--- src/rtl/score_pkg.sv ---
// Shared types and constants for the score counter: BCD digit type, FSM
// state encoding and the seg7 decoder input width.
package score_pkg;

    typedef logic [3:0] bcd_digit_t;

    typedef enum logic [1:0] {
        IDLE,
        RUN,
        OVER
    } state_t;

    localparam int DIGIT_W = 5;

endpackage

--- src/rtl/bcd_digit_add.sv ---
// Single BCD digit adder. The addend may be as large as 10 (tick plus a
// 9-point coin), which still produces at most one carry from a valid digit.
module bcd_digit_add
    import score_pkg::*;
(
    input  bcd_digit_t digit,
    input  bcd_digit_t addend,
    input  logic       carry_in,
    output bcd_digit_t sum,
    output logic       carry_out
);

    logic [4:0] raw;

    always_comb begin
        raw       = 5'(digit) + 5'(addend) + 5'(carry_in);
        carry_out = (raw >= 5'd10);
        sum       = carry_out ? 4'(raw - 5'd10) : raw[3:0];
    end

endmodule

--- src/rtl/score_bcd_counter.sv ---
// Running/high score keeper in packed BCD with start/tick/coin/game_over
// sequencing, saturation at all 9s, and a display mux with leading-zero blanking.
//
//   state | meaning
//   IDLE  | after reset, waiting for the first start
//   RUN   | game in progress, tick/coin add to the score
//   OVER  | run ended, score frozen until the next start
module score_bcd_counter
    import score_pkg::*;
#(
    parameter int DIGITS     = 6,
    parameter int COIN_VALUE = 5
) (
    input  logic                      clk,
    input  logic                      reset_n,
    input  logic                      start,
    input  logic                      tick,
    input  logic                      coin,
    input  logic                      game_over,
    input  logic                      show_high,
    output logic [DIGITS*DIGIT_W-1:0] digits,
    output logic [DIGITS-1:0]         blank,
    output logic                      running,
    output logic                      saturated,
    output logic                      new_high
);

    localparam logic [4*DIGITS-1:0] ALL_NINES = {DIGITS{4'h9}};

    state_t              state, state_nxt;
    logic [4*DIGITS-1:0] score, score_nxt;
    logic [4*DIGITS-1:0] high, high_nxt;
    logic                new_high_nxt;
    logic [4*DIGITS-1:0] sum_vec;
    logic [DIGITS:0]     carry;
    bcd_digit_t          addend;
    logic [4*DIGITS-1:0] shown;

    always_comb begin
        addend = 4'd0;
        if (tick && coin)
            addend = 4'(1 + COIN_VALUE);
        else if (coin)
            addend = 4'(COIN_VALUE);
        else if (tick)
            addend = 4'd1;
    end

    assign carry[0] = 1'b0;

    for (genvar g = 0; g < DIGITS; g++) begin : g_add
        bcd_digit_add u_add (
            .digit     (score[4*g +: 4]),
            .addend    ((g == 0) ? addend : 4'd0),
            .carry_in  (carry[g]),
            .sum       (sum_vec[4*g +: 4]),
            .carry_out (carry[g+1])
        );
    end

    always_comb begin
        state_nxt    = state;
        score_nxt    = score;
        high_nxt     = high;
        new_high_nxt = new_high;
        case (state)
            IDLE: begin
                if (start) begin
                    state_nxt = RUN;
                    score_nxt = '0;
                end
            end
            RUN: begin
                if (start) begin
                    score_nxt = '0;
                end else if (game_over) begin
                    state_nxt = OVER;
                    // packed BCD orders the same as plain unsigned binary
                    if (score > high) begin
                        high_nxt     = score;
                        new_high_nxt = 1'b1;
                    end
                end else if (carry[DIGITS]) begin
                    score_nxt = ALL_NINES;
                end else begin
                    score_nxt = sum_vec;
                end
            end
            OVER: begin
                if (start) begin
                    state_nxt    = RUN;
                    score_nxt    = '0;
                    new_high_nxt = 1'b0;
                end
            end
            default: state_nxt = IDLE;
        endcase
    end

    always_ff @(posedge clk or negedge reset_n) begin
        if (!reset_n) begin
            state    <= IDLE;
            score    <= '0;
            high     <= '0;
            new_high <= 1'b0;
        end else begin
            state    <= state_nxt;
            score    <= score_nxt;
            high     <= high_nxt;
            new_high <= new_high_nxt;
        end
    end

    assign running   = (state == RUN);
    assign saturated = (score == ALL_NINES);
    assign shown     = show_high ? high : score;

    for (genvar g = 0; g < DIGITS; g++) begin : g_disp
        assign digits[DIGIT_W*g +: DIGIT_W] = DIGIT_W'(shown[4*g +: 4]);
    end

    always_comb begin
        logic zero_above;
        blank      = '0;
        zero_above = 1'b1;
        for (int i = DIGITS - 1; i >= 1; i--) begin
            zero_above = zero_above && (shown[4*i +: 4] == 4'd0);
            blank[i]   = zero_above;
        end
    end

endmodule

--- config.mk ---
export PLATFORM = sky130hd
export DESIGN_NAME = score_bcd_counter
export DESIGN_NICKNAME = d
export VERILOG_FILES = /design/src/rtl/score_pkg.sv /design/src/rtl/bcd_digit_add.sv /design/src/rtl/score_bcd_counter.sv
export SDC_FILE = /design/constraint.sdc
export NUM_CORES = 1
export LEC_CHECK = 0
export BUFFER_PORTS_ARGS = -buffer_cell sky130_fd_sc_hd__buf_2
export CORE_ASPECT_RATIO = 1.5
export CORE_MARGIN = 2
export CORE_UTILIZATION = 43
export DETAILED_ROUTE_END_ITERATION = 8
export GPL_TIMING_DRIVEN = 0
export PLACE_DENSITY_LB_ADDON = 0.08
export SLEW_MARGIN = 20
export SYNTH_ARGS = -nofsm -noshare
export SYNTH_HDL_FRONTEND = slang
export SYNTH_SLANG_ARGS = --single-unit
export TNS_END_PERCENT = 50
--- constraint.sdc ---
create_clock -name clk -period 8 [get_ports clk]
set_input_delay 0.4 -clock clk [delete_from_list [all_inputs] [get_ports clk]]
set_output_delay 0.4 -clock clk [all_outputs]
set_load 0.01 [all_outputs]
==> impl_metrics.csv <==
group,metric,value,unit
outcome,outcome,"completed",
synthesis,synth_area,4200,sq um
finish,nNetsFinal,582,
cts,cts_max_path_buffers,2,
cts,ctsHtreeMaxLevel,2,
sta,skew,0.00618,ns
finish,area_delta_synth_final,26.4,%
power,p_total,857,uW
floorplanning,ios,46,
critical_path,cp.required,8.19,ns
critical_path,crit_top_cell,"ha_4",
sta,max_freq,129,MHz
sta,setup_violations,0,
floorplanning,initial_core_util,43.8,%
detailed_routing,drt_iter0_drc,174,
cts,cts_num_sinks,51,
detailed_routing,first_pass_iters,4,
power,vdd.ir_drop.worst,0.130,mV
global_routing,grt_usage,22.5,%
cts,cts-root-buf,"clkbuf_16",
finish,final_util,55.4,%
detailed_routing,viasPerCell,5.75,
critical_path,rrSetupSlack,0.26,ns
floorplanning,die_x,84.7,um
floorplanning,die_area,10600,sq um
power,p_per_area,161,nW/um^2
power,p_leak,0.00248,uW
cts,tritoncts,"yes",
cts,clk_latency,0.30,ns
sta,post-route-period-util,97.1,%
synthesis,synth_edf_count,0,
critical_path,critPathKind,"in2reg",
sta,hold_viol,0,
sta,slew_headroom,51.6,%
sta,holdWs,0.139,ns
sta,worst_pin_slew,0.726,ns
finish,drive_gt1_share,35.0,%
synthesis,synthFlopType,"dfrtp_1",
global_routing,grt_pass1_vias,3545,
floorplanning,die_height,125,um
sta,finalCriticalPeriod,7.76,ns
floorplanning,rows,44,
critical_path,slowest_delay,0.38,ns
min_path,hold_class,"in2async",
finish,ff_latch_area,1280,sq um
floorplanning,core_area,9580,sq um
detailed_routing,wl_per_cell,18.9,um
synthesis,yosysSeqAreaShare,30.4,%
detailed_routing,vias,3723,
global_routing,grt_pass1_wl,18800,um
synthesis,synthCells,452,
placement,dp_hpwl,8430,um
critical_path,cp_max_fo,4,
critical_path,endpoint_kind,"flip-flop",
synthesis,synth_cell_types,57,
placement,portBuffers,38,
synthesis,async_reset_ff_share,100,%
critical_path,crit_family,"adder cells",
finish,multi_input_area,2980,sq um
cts,clk_pin_slew_worst_paths,0.07,ns
detailed_routing,drc,0,
critical_path,cp.arrival,7.95,ns
job,maxCapViolCount,0,
finish,fin_cells,647,
synthesis,avgSynthCellArea,9.29,sq um
placement,place_congestion,0.840,
placement,post-place-cells,611,
sta,setup_tns,0,ns
cts,cts_inserted_buffers,5,
detailed_routing,routed_wl,12200,um
sta,drv_slew,0,
finish,n_fill_cell,886,
global_routing,grt.overflow.total,0,
critical_path,worstSetupStartpointType,"input port",
synthesis,ys_warn_count,0,
global_routing,antenna_found_initial,0,
critical_path,crit_buf_inv,7,
global_routing,grt_max_degree,52,
critical_path,crit_slowest_cell,"fa_2",
detailed_routing,drtAntennaViolNets,0,
synthesis,ys_ff_latch,51,
finish,num_antenna_cells,0,
-- routing by layer --
metal / track usage [%] / up-vias / wire (um)
li1: - / 1790 / -
met1: 28.5 / 1834 / 5160
met2: 39.5 / 88 / 6390
met3: 2.77 / 11 / 471
met4: 7.00 / 0 / 182
met5: 0 / - / 0
-- per-stage QoR --
| step | cell area, sq um | setup slack, ns |
|---|---|---|
| 2_1_floorplan | 4320 | 0.00306 |
| 3_3_place_gp | 4650 | -1.54 |
| 3_5_place_dp | 4660 | -1.65 |
| 4_1_cts | 5040 | 0.000719 |
| 5_1_grt | 5310 | -0.0198 |
| 6_report | 5310 | 0.236 |
-- area by class of cell --
class / instances / share of cell area (%)
buffer: 26 / 2.85
timing repair buffer: 66 / 7.83
tap: 115 / 2.71
sequential: 51 / 24.1
clock inverter: 2 / 0.660
clock buffer: 6 / 2.62
inverter: 45 / 3.18
multi-input combinational: 336 / 56.1
-- cells in the mapped netlist (3+ instances only) --
cell type | instances | share of area (%)
inv_1 | 45 | 4.0
mux2_4 | 18 | 6.4
nor2b_1 | 6 | 0.89
dfrtp_1 | 51 | 30
xnor2_1 | 5 | 1.0
o31a_1 | 3 | 0.63
nand4_1 | 8 | 1.2
nand2_1 | 42 | 3.8
a32o_1 | 5 | 1.2
a21o_1 | 3 | 0.54
nor3_1 | 6 | 0.72
nor2_1 | 9 | 0.80
nor4_1 | 4 | 0.60
a21oi_1 | 29 | 3.5
clkbuf_1 | 13 | 1.2
o311ai_0 | 3 | 0.63
a22o_1 | 6 | 1.3
buf_4 | 8 | 1.4
nand3_1 | 17 | 2.0
and3_1 | 5 | 0.75
nand2b_1 | 5 | 0.75
nand3b_1 | 4 | 0.72
or4_1 | 3 | 0.54
mux2i_1 | 3 | 0.72
nand4b_1 | 5 | 1.0
or2_2 | 3 | 0.45
o211ai_1 | 7 | 1.3
o31ai_1 | 3 | 0.54
and2_1 | 3 | 0.45
ha_1 | 43 | 13
o21ai_0 | 23 | 2.7
mux2_2 | 28 | 7.5
a22oi_1 | 3 | 0.54
-- path summary, 6_finish.rpt --
| check | from | endpoint | depth (start not counted) |
|---|---|---|---|
| setup / recovery | coin | score[7]$_DFFE_PN0P_ | 45 |
| hold reg to reg | new_high$_DFFE_PN0P_ | new_high$_DFFE_PN0P_ | 2 |
| max in group asynchronous | reset_n | score[1]$_DFFE_PN0P_ | 1 |
| setup reg to reg | score[0]$_DFFE_PN0P_ | score[7]$_DFFE_PN0P_ | 43 |
| hold / removal | reset_n | high[2]$_DFFE_PN0P_ | 1 |
| min in group clk | start | state[1]$_DFFE_PN0P_ | 2 |
-- registers in the layout, indices dropped and copies added (netlist names) --
register  flops
state         2
score        24
new_high      1
high         24
-- logic make-up after synthesis --
| family | synth area share, % |
|---|---|
| flops | 30.4 |
| xor+xnor | 1.04 |
| other cells | 0.0893 |
| compound gates | 16.8 |
| mux | 14.7 |
| simple gates | 16.2 |
| buf+inv | 7.45 |
| fa+ha+maj | 13.3 |
-- what timing repair did --
action	4_1_cts	5_1_grt
hold buffers	0	0
pin swaps	11	24
gates resized for setup	28	22
cloned	0	0
endpoints found under the hold margin	0	0
endpoints found under the setup margin	23	23
buffers inserted	10	18
-- report_power, final --
group          internal (uW)  switching [uW]  total (uW)
logic                    144             157         301
registers                276            20.4         296
clock network            156             104         260
-- placed cells by master, fill, tap and decap left out, types with 13 or more instances in the layout --
cell type  count
dfrtp_1       50
inv_1         41
nand2_1       38
buf_2         38
buf_4         35
mux2_2        28
a21oi_1       27
ha_1          25
o21ai_0       22
mux2_4        18
nand3_1       17
ha_4          14
clkbuf_1      13
No activity file was read; power rests on OpenSTA's default activity.
